$ cat config.mk
export PLATFORM = sky130hd
export DESIGN_NAME = reverse_bits_scheduler_flat
export DESIGN_NICKNAME = d
export VERILOG_FILES = /design/src/rtl/reverse_bits_pkg.sv /design/src/rtl/reverse_bits_if.sv /design/src/rtl/reverse_bits_engine.sv /design/src/rtl/reverse_bits_scheduler.sv /design/src/flat_wrapper.sv
export SDC_FILE = /design/constraint.sdc
export NUM_CORES = 1
export LEC_CHECK = 0
export ABC_CLOCK_PERIOD_IN_PS = 4520
export CAP_MARGIN = 20
export CORE_MARGIN = 10
export CORE_UTILIZATION = 45
export DETAILED_ROUTE_END_ITERATION = 7
export GPL_ROUTABILITY_DRIVEN = 0
export PLACE_DENSITY_LB_ADDON = 0.12
export SLEW_MARGIN = 20
export SYNTH_ARGS = -nofsm -noshare
export SYNTH_HDL_FRONTEND = slang
export SYNTH_SLANG_ARGS = --single-unit
export TNS_END_PERCENT = 1
$ cat constraint.sdc
create_clock -name clk -period 4.52 [get_ports clk]
set_clock_uncertainty 0.15 [all_clocks]
set_input_delay 0.904 -clock clk [delete_from_list [all_inputs] [get_ports clk]]
set_output_delay 0.904 -clock clk [all_outputs]
set_load 0.05 [all_outputs]
$ cat src/rtl/reverse_bits_pkg.sv
// Shared constants and helpers for the bit-reversal scheduler.
package reverse_bits_pkg;

  localparam int unsigned DATA_W_DEF = 32;

  localparam logic [1:0] ST_IDLE = 2'd0;
  localparam logic [1:0] ST_BUSY = 2'd1;
  localparam logic [1:0] ST_DONE = 2'd2;

  function automatic int unsigned calc_steps(input int unsigned data_w, input int unsigned bpc);
    return data_w / bpc;
  endfunction

  function automatic int unsigned calc_id_w(input int unsigned n);
    return (n > 1) ? $clog2(n) : 1;
  endfunction

endpackage

$ cat src/rtl/reverse_bits_if.sv
// Request fan-in and response channel between clients and the reversal scheduler.
interface reverse_bits_if
  import reverse_bits_pkg::*;
#(
  parameter int unsigned NUM_REQ = 4,
  parameter int unsigned DATA_W  = DATA_W_DEF,
  parameter int unsigned ID_W    = calc_id_w(NUM_REQ)
);
  logic [NUM_REQ-1:0]        req_valid;
  logic [NUM_REQ*DATA_W-1:0] req_data;
  logic [NUM_REQ-1:0]        req_ready;
  logic                      rsp_valid;
  logic                      rsp_ready;
  logic [DATA_W-1:0]         rsp_data;
  logic                      rsp_palindrome;
  logic [ID_W-1:0]           rsp_id;

  modport master (
    output req_valid, req_data, rsp_ready,
    input  req_ready, rsp_valid, rsp_data, rsp_palindrome, rsp_id
  );

  modport slave (
    input  req_valid, req_data, rsp_ready,
    output req_ready, rsp_valid, rsp_data, rsp_palindrome, rsp_id
  );
endinterface

$ cat src/rtl/reverse_bits_engine.sv
// Iterative bit reverser: BITS_PER_CYCLE source LSBs enter the result per step, plus palindrome compare.
module reverse_bits_engine
  import reverse_bits_pkg::*;
#(
  parameter int unsigned DATA_W         = DATA_W_DEF,
  parameter int unsigned BITS_PER_CYCLE = 4
) (
  input  logic              clk,
  input  logic              rst_n,
  input  logic              start,
  input  logic [DATA_W-1:0] src,
  output logic              done_c,
  output logic [DATA_W-1:0] result,
  output logic              palindrome
);
  localparam int unsigned STEPS = calc_steps(DATA_W, BITS_PER_CYCLE);
  localparam int unsigned CNT_W = $clog2(STEPS + 1);

  if (DATA_W % BITS_PER_CYCLE != 0) begin : g_bad_cfg
    $error("DATA_W must be a multiple of BITS_PER_CYCLE");
  end

  logic [DATA_W-1:0]         src_q;
  logic [DATA_W-1:0]         shift_q;
  logic [DATA_W-1:0]         result_next;
  logic [BITS_PER_CYCLE-1:0] chunk_rev;
  logic [CNT_W-1:0]          cnt_q;
  logic                      active_q;

  // Lowest remaining source bit lands highest in the appended chunk
  always_comb begin
    chunk_rev = '0;
    for (int i = 0; i < BITS_PER_CYCLE; i++) begin
      chunk_rev[i] = shift_q[BITS_PER_CYCLE-1-i];
    end
    result_next = (result << BITS_PER_CYCLE) | DATA_W'(chunk_rev);
  end

  assign done_c = active_q && (cnt_q == CNT_W'(STEPS - 1));

  always_ff @(posedge clk or negedge rst_n) begin
    if (!rst_n) begin
      src_q      <= '0;
      shift_q    <= '0;
      result     <= '0;
      palindrome <= 1'b0;
      cnt_q      <= '0;
      active_q   <= 1'b0;
    end else if (start) begin
      src_q      <= src;
      shift_q    <= src;
      result     <= '0;
      palindrome <= 1'b0;
      cnt_q      <= '0;
      active_q   <= 1'b1;
    end else if (active_q) begin
      result  <= result_next;
      shift_q <= shift_q >> BITS_PER_CYCLE;
      cnt_q   <= cnt_q + CNT_W'(1);
      if (done_c) begin
        active_q   <= 1'b0;
        palindrome <= (result_next == src_q);
      end
    end
  end

endmodule

$ cat src/rtl/reverse_bits_scheduler.sv
// Round-robin arbitration of NUM_REQ clients onto one shared iterative bit-reversal engine.
module reverse_bits_scheduler
  import reverse_bits_pkg::*;
#(
  parameter int unsigned NUM_REQ        = 4,
  parameter int unsigned DATA_W         = DATA_W_DEF,
  parameter int unsigned BITS_PER_CYCLE = 4,
  parameter int unsigned ID_W           = calc_id_w(NUM_REQ)
) (
  input  logic          clk,
  input  logic          rst_n,
  reverse_bits_if.slave bus,
  output logic          busy
);
  logic [1:0]             state_q, state_next;
  logic [ID_W-1:0]        rr_ptr_q, rr_ptr_next;
  logic [ID_W-1:0]        id_q, id_next;
  logic [ID_W-1:0]        grant_idx;
  logic                   grant_valid;
  logic [2*NUM_REQ-1:0]   dbl;
  logic [NUM_REQ-1:0]     rot;
  logic [NUM_REQ-1:0]     ready_c;
  int unsigned            off;
  int unsigned            sum;
  logic                   start_c;
  logic [DATA_W-1:0]      src_c;
  logic                   eng_done_c;
  logic [DATA_W-1:0]      eng_result;
  logic                   eng_pal;
  logic                   rsp_valid_q;
  logic                   busy_q;

  // Rotate requests so rr_ptr sits at bit 0, pick the lowest set bit, rotate back
  always_comb begin
    dbl         = {bus.req_valid, bus.req_valid} >> rr_ptr_q;
    rot         = dbl[NUM_REQ-1:0];
    grant_valid = |rot;
    off         = 0;
    for (int k = NUM_REQ - 1; k >= 0; k--) begin
      if (rot[k]) off = 32'(k);
    end
    sum = 32'(rr_ptr_q) + off;
    if (sum >= NUM_REQ) sum = sum - NUM_REQ;
    grant_idx = ID_W'(sum);
    src_c = '0;
    for (int i = 0; i < NUM_REQ; i++) begin
      if (grant_idx == ID_W'(i)) src_c = bus.req_data[i*DATA_W +: DATA_W];
    end
  end

  always_comb begin
    state_next  = state_q;
    rr_ptr_next = rr_ptr_q;
    id_next     = id_q;
    start_c     = 1'b0;
    ready_c     = '0;
    case (state_q)
      ST_IDLE: begin
        if (grant_valid) begin
          for (int i = 0; i < NUM_REQ; i++) begin
            ready_c[i] = (grant_idx == ID_W'(i));
          end
          start_c     = 1'b1;
          id_next     = grant_idx;
          rr_ptr_next = (32'(grant_idx) + 1 >= NUM_REQ) ? '0 : grant_idx + ID_W'(1);
          state_next  = ST_BUSY;
        end
      end
      ST_BUSY: if (eng_done_c) state_next = ST_DONE;
      ST_DONE: if (bus.rsp_ready) state_next = ST_IDLE;
      default: state_next = ST_IDLE;
    endcase
  end

  always_ff @(posedge clk or negedge rst_n) begin
    if (!rst_n) begin
      state_q     <= ST_IDLE;
      rr_ptr_q    <= '0;
      id_q        <= '0;
      rsp_valid_q <= 1'b0;
      busy_q      <= 1'b0;
    end else begin
      state_q     <= state_next;
      rr_ptr_q    <= rr_ptr_next;
      id_q        <= id_next;
      rsp_valid_q <= (state_next == ST_DONE);
      busy_q      <= (state_next != ST_IDLE);
    end
  end

  reverse_bits_engine #(
    .DATA_W        (DATA_W),
    .BITS_PER_CYCLE(BITS_PER_CYCLE)
  ) u_engine (
    .clk       (clk),
    .rst_n     (rst_n),
    .start     (start_c),
    .src       (src_c),
    .done_c    (eng_done_c),
    .result    (eng_result),
    .palindrome(eng_pal)
  );

  // Response fields are masked to zero whenever no result is being offered
  assign bus.req_ready      = ready_c;
  assign bus.rsp_valid      = rsp_valid_q;
  assign bus.rsp_data       = rsp_valid_q ? eng_result : '0;
  assign bus.rsp_palindrome = rsp_valid_q & eng_pal;
  assign bus.rsp_id         = rsp_valid_q ? id_q : '0;
  assign busy               = busy_q;

endmodule

$ cat src/flat_wrapper.sv
// flat-port wrapper written by rule: the top's interface ports become plain ports
module reverse_bits_scheduler_flat import reverse_bits_pkg::*;
#(
  parameter int unsigned NUM_REQ        = 4,
  parameter int unsigned DATA_W         = DATA_W_DEF,
  parameter int unsigned BITS_PER_CYCLE = 4,
  parameter int unsigned ID_W           = calc_id_w(NUM_REQ)
)
  (clk, rst_n, busy, bus_req_valid, bus_req_data, bus_rsp_ready, bus_req_ready, bus_rsp_valid, bus_rsp_data, bus_rsp_palindrome, bus_rsp_id);
  reverse_bits_if #(.NUM_REQ(NUM_REQ), .DATA_W(DATA_W), .ID_W(ID_W)) bus_i ();
  input  logic clk;
  input  logic rst_n;
  output logic busy;
  input wire logic [$bits(bus_i.req_valid)-1:0] bus_req_valid;
  input wire logic [$bits(bus_i.req_data)-1:0] bus_req_data;
  input wire logic [$bits(bus_i.rsp_ready)-1:0] bus_rsp_ready;
  output wire logic [$bits(bus_i.req_ready)-1:0] bus_req_ready;
  output wire logic [$bits(bus_i.rsp_valid)-1:0] bus_rsp_valid;
  output wire logic [$bits(bus_i.rsp_data)-1:0] bus_rsp_data;
  output wire logic [$bits(bus_i.rsp_palindrome)-1:0] bus_rsp_palindrome;
  output wire logic [$bits(bus_i.rsp_id)-1:0] bus_rsp_id;
  assign bus_i.req_valid = bus_req_valid;
  assign bus_i.req_data = bus_req_data;
  assign bus_i.rsp_ready = bus_rsp_ready;
  assign bus_req_ready = bus_i.req_ready;
  assign bus_rsp_valid = bus_i.rsp_valid;
  assign bus_rsp_data = bus_i.rsp_data;
  assign bus_rsp_palindrome = bus_i.rsp_palindrome;
  assign bus_rsp_id = bus_i.rsp_id;
  reverse_bits_scheduler #(.NUM_REQ(NUM_REQ), .DATA_W(DATA_W), .BITS_PER_CYCLE(BITS_PER_CYCLE), .ID_W(ID_W)) u_core (.clk(clk), .rst_n(rst_n), .bus(bus_i), .busy(busy));
endmodule
## Yosys cells after proc, flatten, opt, wreduce, memory -nomap -nowiden

Cells that the tools add are included.

| storage, ports and cells | value |
|---|---|
| register bits | 110 |
| input bits | 135 |
| output and inout port bits | 41 |
| logic and storage cells | 70 |

| cells by class | value |
|---|---|
| add/sub/neg operators | 5 |
| order comparisons | 2 |
| equal/unequal tests | 8 |
| shift operators | 1 |
| muxes and demuxes | 32 |
| bitwise logic cells | 2 |
| reduce and logical (&&, ||, !) cells | 9 |

Operators with widths:

| kind | count |
|---|---|
| $mux W32 | 12 |
| $ge A32 B3 Y1 const B | 2 |
| $add A2 B32 Y32 | 1 |
| $eq A32 B32 Y1 | 1 |
| $or A32 B4 Y32 | 1 |
| $mux W4 | 4 |
| $mux W2 | 7 |
| $eq A2 B2 Y1 const B | 4 |
| $mux W1 | 8 |
| $shr A8 B2 Y4 | 1 |
| $pmux W2 S3 | 1 |
| $reduce_bool A2 Y1 | 3 |
| $add A4 B1 Y4 const B | 1 |
| $eq A2 B1 Y1 const B | 2 |
| $eq A4 B3 Y1 const B | 1 |
| $logic_not A2 Y1 | 2 |
| $reduce_and A2 Y1 | 2 |
| $reduce_or A4 Y1 | 1 |
| $add A2 B1 Y3 const B | 1 |
| $add A2 B1 Y2 const B | 1 |
| $sub A2 B1 Y2 const B | 1 |
| $and A1 B1 Y1 | 1 |
| $logic_and A1 B1 Y1 | 1 |

## Longest topological paths before layout

| logic depth | value |
|---|---|
| word-level depth | 14 |
| mapped depth | 16 |
| depth with buffers taken out | 13 |

## Modules after synthesis

From an unflattened synthesis, not the netlist that was laid out.

| unflattened totals | value |
|---|---|
| cell total of the unflattened synthesis | 677 |
| area, all modules | 6367.4 um^2 |

By module, submodules not included:

| module | times used | cells an instance | area each (um^2) | seq. area each (um^2) |
|---|---|---|---|---|
| reverse_bits_engine | 1 | 423 | 4628.2 | 2552.4 |
| reverse_bits_scheduler | 1 | 254 | 1739.2 | 200.2 |

## Least setup slack after synthesis

Ideal clock, no wire load.

| timing path | value |
|---|---|
| kind | input to output |
| from | input bus_req_valid[2] |
| to | output bus_req_ready[2] |
| data arrival time | 3.413 ns |
| data required time | 3.466 ns |
| slack | 0.053 ns |
| stages | 12 |
| path buffers | 3 |
| cell sequence | buf_4 a221o_1 o21ai_0 nand3_1 ha_1 xnor2_1 xnor2_1 ha_1 buf_2 inv_1 clkbuf_1 nor2_1 |

| on the way | value |
|---|---|
| cells in the longest elaborated chain, start to end | 11 |
| elaborated cells between the ends (all ways) | 13 |
| classes of those cells | add/sub (2); order compare (1); eq/ne (1); shift (1); mux (7); reduce/logical (1) |

Ends and longest elaborated chain:

| element | RTL line | text |
|---|---|---|
| from (decl) | flat_wrapper.sv:14 | `input wire logic [$bits(bus_i.req_valid)-1:0] bus_req_valid;` |
| $shr A8 B2 Y4 (*) | reverse_bits_scheduler.sv:35 | `dbl = {bus.req_valid, bus.req_valid} >> rr_ptr_q;` |
| $mux W2 | reverse_bits_scheduler.sv:40 | `if (rot[k]) off = 32'(k);` |
| $mux W32 (2 in a row) | reverse_bits_scheduler.sv:40 |  |
| $mux W32 (*) | reverse_bits_scheduler.sv:40 |  |
| $add A2 B32 Y32 (*) | reverse_bits_scheduler.sv:42 | `sum = 32'(rr_ptr_q) + off;` |
| $ge A32 B3 Y1 or $sub A2 B1 Y2 (tied branches) | reverse_bits_scheduler.sv:43 | `if (sum >= NUM_REQ) sum = sum - NUM_REQ;` |
| $mux W2 (*) | reverse_bits_scheduler.sv:43 |  |
| net u_core.sum[1] | reverse_bits_scheduler.sv:24 | `int unsigned sum;` |
| $eq A2 B2 Y1 (*) | reverse_bits_scheduler.sv:61 | `ready_c[i] = (grant_idx == ID_W'(i));` |
| $mux W4 (*) | reverse_bits_scheduler.sv:59 | `if (grant_valid) begin` |
| $mux W4 (*) | reverse_bits_scheduler.sv:57 | `case (state_q)` |
| to (decl) | flat_wrapper.sv:17 | `output wire logic [$bits(bus_i.req_ready)-1:0] bus_req_ready;` |

Mark *: on every way through the listed nets, which the timed path passes. The rest lies on a longest branch.

## Worst setup path after layout

| timing path | value |
|---|---|
| from | input bus_req_valid[0] |
| to | output bus_req_ready[0] |

| on the way | value |
|---|---|
| cells in the longest elaborated chain, start to end | 11 |
| elaborated cells between the ends (all ways) | 13 |
| classes of those cells | add/sub (2); order compare (1); shift (1); mux (7); reduce/logical (2) |

Ends and longest elaborated chain:

| element | RTL line |
|---|---|
| $shr A8 B2 Y4 (*) | reverse_bits_scheduler.sv:35 |
| $mux W2 | reverse_bits_scheduler.sv:40 |
| $mux W32 (3 in a row) | reverse_bits_scheduler.sv:40 |
| $add A2 B32 Y32 | reverse_bits_scheduler.sv:42 |
| $ge A32 B3 Y1 or $sub A2 B1 Y2 (tied branches) | reverse_bits_scheduler.sv:43 |
| $mux W2 | reverse_bits_scheduler.sv:43 |
| $logic_not A2 Y1 | reverse_bits_scheduler.sv:61 |
| $mux W4 (*) | reverse_bits_scheduler.sv:59 |
| $mux W4 (*) | reverse_bits_scheduler.sv:57 |

Mark *: on every way between the ends. The rest lies on a longest branch, timed or not.

==> flow_summary.json <==
{
  "end_kind": "output pin",
  "fp.dieW_um": 137,
  "hold_viol": 0,
  "critical_path_peak_fanout": 6,
  "viasPerCell": 5.45,
  "path_clk_slew_ps": 70,
  "reg2reg_from": "u_core.rr_ptr_q[0]",
  "synth.most_common_cell": "dfrtp_1",
  "grt-ovfl-total": 0,
  "yosys.area.top_type": "dfrtp_1",
  "syn_area_um2": 6120,
  "hold_path_end": "u_core.id_q[0]",
  "ctsHoldBuffers": 0,
  "leakage_nw": 3.71,
  "dp.cells": 933,
  "cp_slowest_cell": "or4_1",
  "async_flop_share": 1.00,
  "fill_cells": 1081,
  "grt_pass1_vias": 5522,
  "core_area_um2": 13300,
  "worstReg2RegEnd": "u_core.u_engine.shift_q[5]",
  "path_cells": "clkdlybuf4s50_1, buf_4, or4_1, nand3_1, ha_1, xnor2_1, buf_4, xor2_2, buf_4, ha_2, and2_4, buf_12",
  "drtPass1Iterations": 4,
  "setup_violations": 0,
  "grt_max_degree": 69,
  "powerDensity_nw_per_um2": 753,
  "r2r_slack_ps": 870,
  "max-slew-margin-rel": 0.452,
  "hold_depth": 2,
  "post-route-period-util": 0.965,
  "crit_required_ps": 3470,
  "clk-insertion-delay-late_ps": 350,
  "min_from": "u_core.id_q[0]",
  "ys_types": 43,
  "htreeDepth": 3,
  "final_layout_size_suffix_gt1_frac": 0.0841,
  "yosysSeqAreaShare": 0.450,
  "ir_drop_mv": 0.515,
  "netlist.area_leader.share": 0.450,
  "synth_flop_cell": "dfrtp_1",
  "ios": 176,
  "place_hpwl_um": 14700,
  "cp.arrival_ps": 3310,
  "synth_edf_count": 0,
  "max_stage_delay_ps": 460,
  "ys_seq_elements": 110,
  "fin_cells": 950,
  "yosys-top-cells-area": "dfrtp_1 (45%), mux2i_1 (10%), a221o_1 (5.1%)",
  "routed_wl_um": 18400,
  "rsz0062_at_grt": "true",
  "outcome": "completed",
  "layout.nets": 909,
  "min_path_type": "reg -> reg",
  "r2r_cells": 17,
  "dieHeight_um": 137,
  "clock-sinks": 110,
  "syn_avg_cell_area_um2": 10.2,
  "fp-row-count": 42,
  "cts_inserted_buffers": 9,
  "syn_to_final_growth_pct": 38.9,
  "port_buffers": 175,
  "min_period_ps": 4360,
  "start_util": 0.461,
  "cts_root_buffer": "clkbuf_16",
  "antenna_found_initial": 1,
  "worst_slew_pin_slew_ps": 822,
  "wl_per_cell_um": 19.4,
  "drc": 0,
  "grt_pass1_wl_um": 29200,
  "syn_inst": 603,
  "ant_nets": 0,
  "cpMostUsedCell": "buf_4",
  "cts_tree": "done",
  "drtIter0Drc": 272,
  "slew_viol_final": 0,
  "synth_fp_nets": 744,
  "drv_cap": 0,
  "gr-usage-all-layers": 0.197,
  "setup.worst_path.start": "bus_req_valid[0]",
  "synthTopCellsByCount": "dfrtp_1 (110), mux2i_1 (62), nand2_1 (45)",
  "clock_path_buffers": 2,
  "fin_setup_tns_ps": 0,
  "startpoint_type": "input pin",
  "fmax_ghz": 0.229,
  "critPathKind": "in -> out",
  "vias": 5178,
  "die_area_um2": 18700,
  "yosysWarnings": 0
}
## worst max path at each step
| stage | cells past startpoint | endpoint | slack (ps) |
|---|---|---|---|
| 6_report | 12 | bus_req_ready[0] | 160 |
| 5_1_grt | 12 | bus_req_ready[1] | -8 |
| 4_1_cts | 11 | bus_req_ready[0] | 6 |
| 3_5_place_dp | 16 | u_core.u_engine.shift_q[0] | -30 |
| 3_3_place_gp | 16 | u_core.u_engine.shift_q[5] | 60 |
| 2_1_floorplan | 12 | bus_req_ready[2] | 50 |
## registers in the layout (all words and copies together) (netlist names)
register                    flops
u_core.u_engine.shift_q        32
u_core.u_engine.active_q        1
u_core.busy                     1
u_core.u_engine.result         32
u_core.id_q                     2
u_core.u_engine.cnt_q           4
u_core.bus.rsp_valid            1
u_core.state_q                  2
u_core.u_engine.palindrome      1
u_core.rr_ptr_q                 2
u_core.u_engine.src_q          32
## kinds of logic after synthesis
kind of cell,count (synthesis),share of synthesized area
flip-flops,110,0.450
adder cells (fa/ha/maj),6,0.0123
AO/OA/AOI/OAI,176,0.213
buffers and inverters,57,0.0433
AND/OR/NAND/NOR,154,0.126
multiplexers,62,0.101
XOR/XNOR,38,0.0544
## routing by layer
layer / part of all wire / GRT usage / vias to the layer above
li1: - / - / 2502
met1: 0.44 / 0.252 / 2472
met2: 0.45 / 0.307 / 183
met3: 0.092 / 0.0634 / 21
met4: 0.021 / 0.0680 / 0
met5: 0 / 0 / -
## where the power goes
group	switching (mW)	internal, mW	total [mW]	leakage, nW
Combinational	1.89	1.73	3.62	2.21
Clock	0.354	0.487	0.842	0.152
Sequential	0.498	1.45	1.94	1.35
## cell usage in the layout (no fill, tap or decap), types with 3 or more instances in the layout
cell type        netlist  layout
clkdlybuf4s50_1        0     168
xnor2_1               17      16
nand4_1                7       7
mux2i_1               62      62
xor2_1                21      20
clkbuf_16              0       9
inv_1                  7       7
ha_2                   0       3
and2_1                38      37
a21boi_0              16      16
o21ai_0               33      33
nand2_1               45      45
a21o_1                 5       5
dfrtp_1              110     109
ha_1                   6       3
a221o_1               31      31
a21oi_1                7       7
o211ai_1              32      32
nor4_1                 4       4
buf_4                  3      28
o21a_1                28      28
nor2_1                43      42
buf_12                 0       6
a31o_2                 4       4
a21boi_1              12      12
## cell type report
type | count | area, um^2 | share of cell area
repair buffers | 204 | 2040 | 0.240
multi-input cells | 436 | 3140 | 0.369
inverters | 7 | 26.3 | 0.00309
diodes | 1 | 2.50 | 0.000294
clock inverters | 7 | 97.6 | 0.0115
clock buffers | 9 | 225 | 0.0265
well taps | 176 | 220 | 0.0259
flip-flops and latches | 110 | 2760 | 0.324
## through the flow
step	utilization	cell area, um^2	hold WS (ps)	setup WS (ps)	total power [mW]
after floorplan	-	6120	292	52.9	4.43
after global placement	0.613	8150	328	60.4	5.45
after detailed placement	0.613	8150	331	-31.4	5.56
after CTS	0.637	8470	347	6.14	6.42
after global routing	0.640	8500	375	-8.34	6.91
final	0.640	8500	346	157	6.40
## critical path: cells and delay by family
kind	cells	cell delay (ps)
XOR/XNOR	2	290
buffers and inverters	5	1030
AND/OR/NAND/NOR	3	720
adder cells (fa/ha/maj)	2	340
## timing repair
item                                    4_1_cts  5_1_grt
endpoints found under the setup margin        0        4
setup buffers                                 0        0
resized for setup                             0        8
hold endpoints to repair                      0        0
No activity file was read; power rests on OpenSTA's default activity.
